[src/rtl/btle_tx_pkg.sv]
// rtl/btle_tx_pkg.sv - shared types and constants for the BLE LL transmit framer
package btle_tx_pkg;

    typedef enum logic [2:0] {
        ST_IDLE     = 3'd0,
        ST_PREAMBLE = 3'd1,
        ST_AA       = 3'd2,
        ST_PDU      = 3'd3,
        ST_CRC      = 3'd4
    } tx_state_t;

    localparam logic [23:0] CRC24_POLY  = 24'h00065B;
    localparam logic [7:0]  PREAMBLE_AA = 8'hAA;
    localparam logic [7:0]  PREAMBLE_55 = 8'h55;

    localparam int PREAMBLE_BITS = 8;
    localparam int AA_BITS       = 32;
    localparam int CRC_BITS      = 24;

    // Whitening register image {w6..w0}: w0=1, w1..w6 = channel[5..0]
    function automatic logic [6:0] whiten_seed(input logic [5:0] channel);
        return {channel[0], channel[1], channel[2], channel[3], channel[4], channel[5], 1'b1};
    endfunction

endpackage

[src/rtl/btle_tx_bit_framer_if.sv]
// rtl/btle_tx_bit_framer_if.sv - control, octet stream and bit stream bundle of the framer
interface btle_tx_bit_framer_if;

    logic        start;
    logic [31:0] access_address;
    logic [23:0] crc_state_init;
    logic [5:0]  channel_number;

    logic [7:0]  pdu_byte;
    logic        pdu_byte_valid;
    logic        pdu_byte_last;
    logic        pdu_byte_ready;

    logic        phy_bit;
    logic        bit_valid;
    logic        bit_valid_last;
    logic        busy;
    logic        underrun;

    modport master (
        output start, access_address, crc_state_init, channel_number,
        output pdu_byte, pdu_byte_valid, pdu_byte_last,
        input  pdu_byte_ready,
        input  phy_bit, bit_valid, bit_valid_last, busy, underrun
    );

    modport slave (
        input  start, access_address, crc_state_init, channel_number,
        input  pdu_byte, pdu_byte_valid, pdu_byte_last,
        output pdu_byte_ready,
        output phy_bit, bit_valid, bit_valid_last, busy, underrun
    );

endinterface

[src/rtl/btle_lfsr_step.sv]
// rtl/btle_lfsr_step.sv - single-bit CRC24 and data whitening register updates
module btle_lfsr_step
    import btle_tx_pkg::*;
(
    input  logic [23:0] crc_in,
    input  logic        crc_data,
    output logic [23:0] crc_out,
    input  logic [6:0]  wh_in,
    input  logic        wh_data,
    output logic        wh_bit,
    output logic [6:0]  wh_out
);

    // CRC24 advance by one unwhitened data bit
    always_comb begin
        crc_out = {crc_in[22:0], 1'b0} ^ ((crc_in[23] ^ crc_data) ? CRC24_POLY : 24'h000000);
    end

    // Whitening: output uses w6, then w0<=w6, w4<=w3^w6, others shift up
    always_comb begin
        wh_bit = wh_data ^ wh_in[6];
        wh_out = {wh_in[5], wh_in[4], wh_in[3] ^ wh_in[6], wh_in[2], wh_in[1], wh_in[0], wh_in[6]};
    end

endmodule

[src/rtl/btle_tx_bit_framer.sv]
// rtl/btle_tx_bit_framer.sv - BLE LL air packet bit framer; whitening under BTLE_TX_FRAMER_WHITEN_EN
module btle_tx_bit_framer
    import btle_tx_pkg::*;
#(
    parameter int SAMPLE_PER_SYMBOL = 8,
    parameter int MAX_PDU_OCTETS    = 257
) (
    input  logic                 clk,
    input  logic                 rst,
    btle_tx_bit_framer_if.slave  bus
);

    localparam int PW  = (SAMPLE_PER_SYMBOL > 2) ? $clog2(SAMPLE_PER_SYMBOL) : 1;
    localparam int OCW = $clog2(MAX_PDU_OCTETS + 2);
    localparam logic [PW-1:0]  PACE_LAST = PW'(SAMPLE_PER_SYMBOL - 1);
    localparam logic [OCW-1:0] MAX_CNT   = OCW'(MAX_PDU_OCTETS);
    localparam logic [4:0]     PRE_END   = 5'(PREAMBLE_BITS - 1);
    localparam logic [4:0]     AA_END    = 5'(AA_BITS - 1);
    localparam logic [4:0]     CRC_END   = 5'(CRC_BITS - 1);

    tx_state_t        state;
    logic [PW-1:0]    pace;
    logic [4:0]       bit_cnt;
    logic [OCW-1:0]   oct_cnt;
    logic [OCW-1:0]   oct_inc;
    logic [31:0]      aa_reg;
    logic [7:0]       pre_byte;
    logic [23:0]      crc;
    logic [23:0]      crc_next;

    logic [7:0]       buf_data;
    logic             buf_full;
    logic             buf_last;
    logic             last_taken;
    logic             cur_last;
    logic [6:0]       shreg;

    logic             phy_bit_q;
    logic             bit_valid_q;
    logic             bit_last_q;
    logic             busy_q;
    logic             underrun_q;

    logic             ready;
    logic             hs;
    logic             tick;
    logic             octet_start;
    logic             bypass;
    logic [7:0]       oct_data;
    logic             oct_last;
    logic             raw_bit;
    logic             tx_bit;

`ifdef BTLE_TX_FRAMER_WHITEN_EN
    logic [6:0]       wh;
    logic [6:0]       wh_next;
    logic             wh_bit;
`else
    logic [6:0]       wh_unused_next;
    logic             wh_unused_bit;
    logic             ch_unused;
    assign ch_unused = ^bus.channel_number;
`endif

    // Octets are only prefetched once the access address is on the air
    assign ready       = busy_q & ~buf_full & ~last_taken & ((state == ST_AA) | (state == ST_PDU));
    assign hs          = bus.pdu_byte_valid & ready;
    assign tick        = busy_q & (state != ST_IDLE) & (pace == PACE_LAST);
    assign octet_start = tick & (state == ST_PDU) & (bit_cnt == 5'd0);
    // An octet handed over on the very clock it is needed goes straight to the shifter
    assign bypass      = octet_start & ~buf_full & hs;
    assign oct_data    = buf_full ? buf_data : bus.pdu_byte;
    assign oct_last    = buf_full ? buf_last : bus.pdu_byte_last;
    assign oct_inc     = oct_cnt + OCW'(1);

    // Unwhitened bit for the PDU/CRC phases
    always_comb begin
        raw_bit = 1'b0;
        case (state)
            ST_PDU:  raw_bit = (bit_cnt == 5'd0) ? oct_data[0] : shreg[0];
            ST_CRC:  raw_bit = crc[23];
            default: raw_bit = 1'b0;
        endcase
    end

    btle_lfsr_step u_lfsr_step (
        .crc_in   (crc),
        .crc_data (raw_bit),
        .crc_out  (crc_next),
`ifdef BTLE_TX_FRAMER_WHITEN_EN
        .wh_in    (wh),
        .wh_data  (raw_bit),
        .wh_bit   (wh_bit),
        .wh_out   (wh_next)
`else
        .wh_in    (7'd0),
        .wh_data  (1'b0),
        .wh_bit   (wh_unused_bit),
        .wh_out   (wh_unused_next)
`endif
    );

`ifdef BTLE_TX_FRAMER_WHITEN_EN
    assign tx_bit = wh_bit;
`else
    assign tx_bit = raw_bit;
`endif

    // Packet FSM, pacing, octet buffer and registered bit outputs
    always_ff @(posedge clk) begin
        if (rst) begin
            state       <= ST_IDLE;
            pace        <= '0;
            bit_cnt     <= '0;
            oct_cnt     <= '0;
            aa_reg      <= '0;
            pre_byte    <= '0;
            crc         <= '0;
            buf_data    <= '0;
            buf_full    <= 1'b0;
            buf_last    <= 1'b0;
            last_taken  <= 1'b0;
            cur_last    <= 1'b0;
            shreg       <= '0;
            phy_bit_q   <= 1'b0;
            bit_valid_q <= 1'b0;
            bit_last_q  <= 1'b0;
            busy_q      <= 1'b0;
            underrun_q  <= 1'b0;
`ifdef BTLE_TX_FRAMER_WHITEN_EN
            wh          <= '0;
`endif
        end else begin
            bit_valid_q <= 1'b0;
            bit_last_q  <= 1'b0;

            if (hs && !bypass) begin
                buf_data <= bus.pdu_byte;
                buf_last <= bus.pdu_byte_last;
                buf_full <= 1'b1;
            end
            if (hs && bus.pdu_byte_last) begin
                last_taken <= 1'b1;
            end
            if (octet_start && buf_full) begin
                buf_full <= 1'b0;
            end
            if (state != ST_IDLE) begin
                pace <= (pace == PACE_LAST) ? '0 : pace + PW'(1);
            end

            case (state)
                ST_IDLE: begin
                    busy_q <= 1'b0;
                    if (bus.start && !busy_q) begin
                        aa_reg      <= bus.access_address;
                        pre_byte    <= bus.access_address[0] ? PREAMBLE_55 : PREAMBLE_AA;
                        crc         <= bus.crc_state_init;
`ifdef BTLE_TX_FRAMER_WHITEN_EN
                        wh          <= whiten_seed(bus.channel_number);
`endif
                        underrun_q  <= 1'b0;
                        last_taken  <= 1'b0;
                        buf_full    <= 1'b0;
                        oct_cnt     <= '0;
                        pace        <= '0;
                        busy_q      <= 1'b1;
                        state       <= ST_PREAMBLE;
                        bit_cnt     <= 5'd1;
                        // Preamble LSB equals access_address[0] for both patterns
                        phy_bit_q   <= bus.access_address[0];
                        bit_valid_q <= 1'b1;
                    end
                end

                ST_PREAMBLE: begin
                    if (tick) begin
                        phy_bit_q   <= pre_byte[bit_cnt[2:0]];
                        bit_valid_q <= 1'b1;
                        if (bit_cnt == PRE_END) begin
                            bit_cnt <= '0;
                            state   <= ST_AA;
                        end else begin
                            bit_cnt <= bit_cnt + 5'd1;
                        end
                    end
                end

                ST_AA: begin
                    if (tick) begin
                        phy_bit_q   <= aa_reg[bit_cnt];
                        bit_valid_q <= 1'b1;
                        if (bit_cnt == AA_END) begin
                            bit_cnt <= '0;
                            state   <= (MAX_CNT == '0) ? ST_CRC : ST_PDU;
                        end else begin
                            bit_cnt <= bit_cnt + 5'd1;
                        end
                    end
                end

                ST_PDU: begin
                    if (tick) begin
                        if (bit_cnt == 5'd0 && !buf_full && !hs) begin
                            underrun_q <= 1'b1;
                            busy_q     <= 1'b0;
                            state      <= ST_IDLE;
                        end else begin
                            phy_bit_q   <= tx_bit;
                            bit_valid_q <= 1'b1;
                            crc         <= crc_next;
`ifdef BTLE_TX_FRAMER_WHITEN_EN
                            wh          <= wh_next;
`endif
                            if (bit_cnt == 5'd0) begin
                                shreg    <= oct_data[7:1];
                                cur_last <= oct_last;
                            end else begin
                                shreg    <= {1'b0, shreg[6:1]};
                            end
                            if (bit_cnt == 5'd7) begin
                                bit_cnt <= '0;
                                oct_cnt <= oct_inc;
                                if (cur_last || oct_inc == MAX_CNT) begin
                                    state <= ST_CRC;
                                end
                            end else begin
                                bit_cnt <= bit_cnt + 5'd1;
                            end
                        end
                    end
                end

                ST_CRC: begin
                    if (tick) begin
                        phy_bit_q   <= tx_bit;
                        bit_valid_q <= 1'b1;
                        crc         <= {crc[22:0], 1'b0};
`ifdef BTLE_TX_FRAMER_WHITEN_EN
                        wh          <= wh_next;
`endif
                        if (bit_cnt == CRC_END) begin
                            bit_last_q <= 1'b1;
                            bit_cnt    <= '0;
                            state      <= ST_IDLE;
                        end else begin
                            bit_cnt <= bit_cnt + 5'd1;
                        end
                    end
                end

                default: begin
                    state  <= ST_IDLE;
                    busy_q <= 1'b0;
                end
            endcase
        end
    end

    assign bus.pdu_byte_ready = ready;
    assign bus.phy_bit        = phy_bit_q;
    assign bus.bit_valid      = bit_valid_q;
    assign bus.bit_valid_last = bit_last_q;
    assign bus.busy           = busy_q;
    assign bus.underrun       = underrun_q;

endmodule
[src/flat_wrapper.sv]
// flat-port wrapper written by rule: the top's interface ports become plain ports
module btle_tx_bit_framer_flat import btle_tx_pkg::*;
#(
    parameter int SAMPLE_PER_SYMBOL = 8,
    parameter int MAX_PDU_OCTETS    = 257
)
  (clk, rst, bus_start, bus_access_address, bus_crc_state_init, bus_channel_number, bus_pdu_byte, bus_pdu_byte_valid, bus_pdu_byte_last, bus_pdu_byte_ready, bus_phy_bit, bus_bit_valid, bus_bit_valid_last, bus_busy, bus_underrun);
  btle_tx_bit_framer_if bus_i ();
  input  logic clk;
  input  logic rst;
  input wire logic [$bits(bus_i.start)-1:0] bus_start;
  input wire logic [$bits(bus_i.access_address)-1:0] bus_access_address;
  input wire logic [$bits(bus_i.crc_state_init)-1:0] bus_crc_state_init;
  input wire logic [$bits(bus_i.channel_number)-1:0] bus_channel_number;
  input wire logic [$bits(bus_i.pdu_byte)-1:0] bus_pdu_byte;
  input wire logic [$bits(bus_i.pdu_byte_valid)-1:0] bus_pdu_byte_valid;
  input wire logic [$bits(bus_i.pdu_byte_last)-1:0] bus_pdu_byte_last;
  output wire logic [$bits(bus_i.pdu_byte_ready)-1:0] bus_pdu_byte_ready;
  output wire logic [$bits(bus_i.phy_bit)-1:0] bus_phy_bit;
  output wire logic [$bits(bus_i.bit_valid)-1:0] bus_bit_valid;
  output wire logic [$bits(bus_i.bit_valid_last)-1:0] bus_bit_valid_last;
  output wire logic [$bits(bus_i.busy)-1:0] bus_busy;
  output wire logic [$bits(bus_i.underrun)-1:0] bus_underrun;
  assign bus_i.start = bus_start;
  assign bus_i.access_address = bus_access_address;
  assign bus_i.crc_state_init = bus_crc_state_init;
  assign bus_i.channel_number = bus_channel_number;
  assign bus_i.pdu_byte = bus_pdu_byte;
  assign bus_i.pdu_byte_valid = bus_pdu_byte_valid;
  assign bus_i.pdu_byte_last = bus_pdu_byte_last;
  assign bus_pdu_byte_ready = bus_i.pdu_byte_ready;
  assign bus_phy_bit = bus_i.phy_bit;
  assign bus_bit_valid = bus_i.bit_valid;
  assign bus_bit_valid_last = bus_i.bit_valid_last;
  assign bus_busy = bus_i.busy;
  assign bus_underrun = bus_i.underrun;
  btle_tx_bit_framer #(.SAMPLE_PER_SYMBOL(SAMPLE_PER_SYMBOL), .MAX_PDU_OCTETS(MAX_PDU_OCTETS)) u_core (.clk(clk), .rst(rst), .bus(bus_i));
endmodule
[config.mk]
export PLATFORM = sky130hd
export DESIGN_NAME = btle_tx_bit_framer_flat
export DESIGN_NICKNAME = d
export VERILOG_FILES = /design/src/rtl/btle_tx_pkg.sv /design/src/rtl/btle_tx_bit_framer_if.sv /design/src/rtl/btle_lfsr_step.sv /design/src/rtl/btle_tx_bit_framer.sv /design/src/flat_wrapper.sv
export SDC_FILE = /design/constraint.sdc
export NUM_CORES = 1
export LEC_CHECK = 0
export ABC_AREA = 1
export BUFFER_PORTS_ARGS = -buffer_cell sky130_fd_sc_hd__buf_2
export CAP_MARGIN = 40
export CORE_UTILIZATION = 61
export CTS_CLUSTER_DIAMETER = 100
export CTS_CLUSTER_SIZE = 14
export DETAILED_ROUTE_END_ITERATION = 8
export PLACE_DENSITY = 0.89
export SLEW_MARGIN = 30
export SYNTH_ARGS = -nofsm -noshare
export SYNTH_HDL_FRONTEND = slang
export SYNTH_SLANG_ARGS = --single-unit
[constraint.sdc]
create_clock -name clk -period 3.16 [get_ports clk]
set_input_delay 0.474 -clock clk [delete_from_list [all_inputs] [get_ports clk]]
set_output_delay 0.474 -clock clk [all_outputs]
set_load 0.01 [all_outputs]
Word level (Yosys, flattened, before mapping)
Cells that the tools add are included.
W data, S select, Z words.
Cells by class
  reductions and logical operators: 28
  bitwise gates (word level): 19
  mux-type cells: 74
  equal/unequal tests: 22
  $lt $le $gt $ge: 2
  add/subtract/negate cells: 3
Operators with widths (count)
  $mux W24: 4
  $pmux W24 S3: 1
  $mux W3: 15
  $mux W5: 9
  $mux W9: 4
  $mux W1: 27
  $pmux W5 S5: 1
  $xor A24 B11 Y24: 1
  $pmux W9 S2: 1
  $mux W8: 2
  $pmux W3 S5: 1
  $ne A2 B1 Y1 const B: 7
  $mux W11: 1
  $and A1 B1 Y1: 10
  $eq A5 B5 Y1 const B: 2
  $reduce_and A10 Y1: 1
  $reduce_and A5 Y1: 2
  $add A9 B1 Y9 const B: 1
  $eq A9 B9 Y1 const B: 1
  $ne A2 B2 Y1 const B: 4
  $reduce_and A4 Y1: 2
  $mux W7: 1
  $reduce_and A7 Y1: 1
  $eq A3 B2 Y1 const B: 2
  other kinds (27): 47
Word-level totals
  bits in registers: 108
  word-level logic and storage cells: 166
  input bits: 75
  output and inout bits: 6

Logic depth before layout (Yosys ltp)
  depth in word-level cells: 13
  gate-level depth with buffers: 14
  mapped depth without buffers: 12

By module
From an unflattened synthesis, not the netlist that was laid out.
Unflattened totals
  cell total of the unflattened synthesis: 806
  area total of the unflattened synthesis: 5506.5 um^2
Modules (own cells, without submodules)
  btle_tx_bit_framer: cells each 750, seq. area each 2021.9 um^2, area an instance 5185.0 um^2, times used 1
  btle_lfsr_step: cells each 56, seq. area each 0.0 um^2, area an instance 321.6 um^2, times used 1

Worst setup path after synthesis
No wires, ideal clock.
  path type: register to register
  start point: register u_core.bit_cnt[0]
  end point: register u_core.buf_last
  arrival time: 1.842 ns
  library setup time: 0.134 ns
  data required time: 3.026 ns
  period minus slack after synthesis: 1.976 ns
  buffers on the path: 3
  setup slack: 1.184 ns
  stages on the path, launching flop included: 13
  cells stage by stage: dfxtp_1 > inv_1 > clkbuf_1 > ha_1 > nand3_1 > buf_6 > nor3_4 > nand2_1 > nand2_2 > inv_2 > buf_6 > nor2_1 > a211oi_2
Between the ends
  cells in the longest elaborated chain, start to end: 6
Ends and longest elaborated chain
  from (decl): RTL line btle_tx_bit_framer.sv:23  | logic [4:0] bit_cnt;
  from (signal assigned): RTL line btle_tx_bit_framer.sv:184  | bit_cnt <= bit_cnt + 5'd1;
  from (signal assigned): RTL line btle_tx_bit_framer.sv:197  | bit_cnt <= bit_cnt + 5'd1;
  from (signal assigned): RTL line btle_tx_bit_framer.sv:228  | bit_cnt <= bit_cnt + 5'd1;
  $logic_not A5 Y1: RTL line btle_tx_bit_framer.sv:69  | assign octet_start = tick & (state == ST_PDU) & (bit_cnt == 5'd0);
  $and A1 B1 Y1: RTL line btle_tx_bit_framer.sv:69
  $and A1 B1 Y1 (2 in series): RTL line btle_tx_bit_framer.sv:71  | assign bypass = octet_start & ~buf_full & hs;
  $logic_not A1 Y1: RTL line btle_tx_bit_framer.sv:137  | if (hs && !bypass) begin
  $logic_and A1 B1 Y1: RTL line btle_tx_bit_framer.sv:137
  to (signal assigned): RTL line btle_tx_bit_framer.sv:139  | buf_last <= bus.pdu_byte_last;
  to (decl): RTL line btle_tx_bit_framer.sv:33  | logic buf_last;
Every way passes these cells.
A chain may end at the register's enable or synchronous reset.

Worst setup path after layout
  start point: register u_core.bit_cnt[0]
  end point: register u_core.crc[13]
Between the ends
  cells in the longest elaborated chain, start to end: 5
Ends and longest elaborated chain
  $logic_not A5 Y1: RTL line btle_tx_bit_framer.sv:204  | if (bit_cnt == 5'd0 && !buf_full && !hs) begin
  $logic_and A1 B1 Y1 (2 in series): RTL line btle_tx_bit_framer.sv:204
  $ne A2 B2 Y1 (no source line)
  $reduce_and A5 Y1 (no source line)
  to (signal assigned): RTL line btle_tx_bit_framer.sv:158  | crc <= bus.crc_state_init;
  to (signal assigned): RTL line btle_tx_bit_framer.sv:211  | crc <= crc_next;
  to (signal assigned): RTL line btle_tx_bit_framer.sv:238  | crc <= {crc[22:0], 1'b0};
  to (decl): RTL line btle_tx_bit_framer.sv:28  | logic [23:0] crc;
Every way passes these cells.

==> metrics.md <==
| Metric | Value |
|---|---|
| Setup crit end kind | flip-flop |
| Layout Cells excl Fill | about 930 |
| Main synth FF type | dfxtp_1 |
| Commonest non-fill, non-tap cells in the layout | nand2_1 (145), dfxtp_1 (101), o21ai_0 (95) |
| Hold worst-path end | u_core.aa_reg[24] |
| Routed wl met2 | 5.39 mm |
| Mapped Cells | roughly 770 |
| Layout area overhead | 10.4% |
| Worst path required time | about 3.5 ns |
| EDFF count, synth | 0 |
| Flops & latches, synth | about 100 |
| Synth Area in XOR/XNOR | 0.00501 |
| Drt first pass iters | 5 |
| Async set-reset flop share out of synthesis | 0 |
| Slew headroom | 0.501 |
| Setup tns final | 0 ns |
| Number of distinct library cells after synthesis | 42 |
| Clock buffer depth | 2 |
| Cell area power density | around 780 nW/µm² |
| Die ar. | around 9000 µm² |
| Most common cell after layout, fill and taps aside | nand2_1 |
| Fmax | slightly below 400 MHz |
| Row cnt | 33 |
| Hold depth | 3 |
| Final setup vio count | 0 |
| Slew at the pin with the worst max-slew slack | between 0.7 and 0.8 ns |
| Cells on worst reg2reg path | 11 |
| Crit path launch type | flip-flop |
| DP Wirelength | slightly below 8 mm |
| Mux contribution to synthesized area | 0 |
| NumNets Final | between 900 and 1000 |
| H-tree depth | 3 |
| Seq pwr share | 0.397 |
| Hold Crit Start | bus_access_address[24] |
| Hold_buf cts | 0 |
| Routed len/inst | about 12 µm |
| Sequential-to-total area share from yosys stat | 0.386 |
| Crit path arrival time | approximately 2.8 ns |
| Crit Path Max Fanout | 48 |
| Syn_nets | between 800 and 900 |
| Largest net degree at the start of global routing | between 50 and 60 |
| Clock network fraction of total power | 0.176 |
| Skew-Pair Late Insertion Delay | roughly 0.36 ns |
| Vias per cell | approximately 5.4 |
| Ant diodes | 0 |
| Top routing layer used | met4 |
| Sw Ratio | 0.424 |
| Antenna violation net count after detailed routing | 0 |
| DRT Wirelength | 11.3 mm |
| Post_cts resized | 0 |
| Largest register FFs | 31 |
| Yosys warns | 0 |
| Hold violation total from the final report | 0 |
| Die Y | 94.7 µm |
| Mean area per synthesized cell | 6.79 µm² |
| Num CTS Buffers | 9 |
| First-pass GRT wire length | between 15 and 20 mm |
| CTS tree | built |
| Worst min-delay path category | in2reg |
| GRT Total Usage | 0.267 |
| Post-Synth Adder-Cell Area | 0.0167 |
| I/O Buffers | 74 |
| Final period utilization | 0.800 |
| Vias | about 5000 |
| Residual DRC | 0 |
| Worst-path clk slew | around 0.1 ns |
| Initial Util | 0.635 |
| Final Skew | ~0.011 ns |
| Wire length on met1 | about 5.3 mm |
| Critical path class | reg2reg |
| Cell count after placement | around 920 |
| Status | completed |
| Initial antenna violation count | 0 |
| R2R Setup Slk | between 0.6 and 0.7 ns |
| Int Power | 0.00259 W |
| RSZ-0062 raised after global routing | false |
| GRT overflow | 0 |
| Main combinational cell family by area after synthesis | simple AND/OR/NAND/NOR gates |
| Synth Area in Compound Gates | 0.196 |
| RePlAce Congestion | 0.933 |
| NetSw | roughly 0.0019 W |
| Core area | 8260 µm² |
| Tmin final | ~2.5 ns |
| Die Wd | 94.7 µm |
| Synth Cell Area | between 5000 and 6000 µm² |
| R2R Path Start | u_core.bit_cnt[0] |
| Max-cap violations | 0 |
| Clock root buffer | clkbuf_8 |
| Setup Fix Bufs, Post-CTS | 0 |
| Share of layout cells above drive strength 1 | 0.164 |
| Worst VDD drop | between 0.0003 and 0.0004 V |
| Met3 wire length | around 480 µm |
| Drt initial violations | between 400 and 500 |
| Simple-Gate Fraction of Synth Area | 0.280 |
| Comb power frac | 0.427 |
| CTS sink count | approximately 100 |
| Reg2reg end | u_core.crc[13] |
| Pleak | between 2 and 3 nW |
| Final-report max-slew violation count | 0 |
| Boundary pin count | 81 |
| Vias in the first global route | between 4000 and 5000 |
## cells in the mapped netlist, types with 5 or more instances
master	count	area, µm²
nand2_2	5	31.3
a21oi_1	76	380
nor2_4	5	56.3
nand2_1	145	544
clkbuf_1	24	90.1
inv_2	9	33.8
a211oi_1	6	45.0
nor2_2	5	31.3
nor2_1	84	315
buf_6	7	78.8
nand4_1	9	56.3
o21ai_0	95	475
nand3_1	54	270
inv_1	93	349
a31oi_1	7	43.8
ha_1	7	87.6
dfxtp_1	101	2020
## through the flow
| stage | setup WS (ns) | utilization | hold WS [ns] | area [µm²] | total power [W] |
|---|---|---|---|---|---|
| floorplan | 1.18 | - | 0.425 | 5240 | 0.00335 |
| global placement | 0.757 | 0.677 | 0.434 | 5590 | 0.00361 |
| detailed placement | 0.675 | 0.677 | 0.443 | 5590 | 0.00369 |
| CTS | 0.640 | 0.701 | 0.322 | 5790 | 0.00449 |
| global route | 0.375 | 0.701 | 0.341 | 5790 | 0.00487 |
| finish | 0.633 | 0.701 | 0.326 | 5790 | 0.00449 |
## area by class of cell
class / instances / area [µm²]
timing repair buffer: 80 / 428
sequential: 101 / 2020
clock inverter: 5 / 41.3
tap: 105 / 131
clock buffer: 11 / 151
multi-input combinational: 528 / 2620
fill: 695 / 2470
inverter: 104 / 395
## routing by layer
| layer | vias to the layer above | GRT usage |
|---|---|---|
| li1 | 2606 | - |
| met1 | 2263 | 0.340 |
| met2 | 140 | 0.456 |
| met3 | 16 | 0.0330 |
| met4 | 0 | 0.106 |
| met5 | - | 0 |
## logic make-up after synthesis
kind of cell / count (synthesis)
and+or+nand+nor: 324
AOI/OAI and AO/OA: 194
buffers and inverters: 143
DFF: 101
adders and majority gates: 7
xor gates and xnor gates: 3
## worst max path at each step
stage / to / slack, ns / from / cells after the start
floorplan: u_core.buf_last / 1.18 / u_core.bit_cnt[0] / 12
global placement: u_core.crc[10] / 0.76 / u_core.bit_cnt[0] / 13
detailed placement: u_core.crc[18] / 0.68 / u_core.bit_cnt[0] / 11
CTS: u_core.crc[18] / 0.64 / u_core.bit_cnt[0] / 11
global route: u_core.crc[8] / 0.38 / u_core.bit_cnt[0] / 11
finish: u_core.crc[13] / 0.63 / u_core.bit_cnt[0] / 11
## worst max-delay path, cell delays in order (launching register included)
cell	delay (ns)
dfxtp_1	0.32
inv_1	0.36
ha_1	0.23
nand3_1	0.33
nor2_1	0.21
nand2_1	0.10
inv_1	0.06
nand2_1	0.07
nand3_2	0.09
buf_4	0.37
o21ai_0	0.14
a21oi_1	0.16
## power groups by stage
stage,combinational [W],clock [W],sequential [W]
floorplan,0.00158,0,0.00177
global route,0.00219,0.000861,0.00182
detailed placement,0.00189,0,0.00181
finish,0.00192,0.000789,0.00178
CTS,0.00191,0.000806,0.00178
global placement,0.00182,0,0.00179
Note: power is estimated with default switching activity, not from simulation.
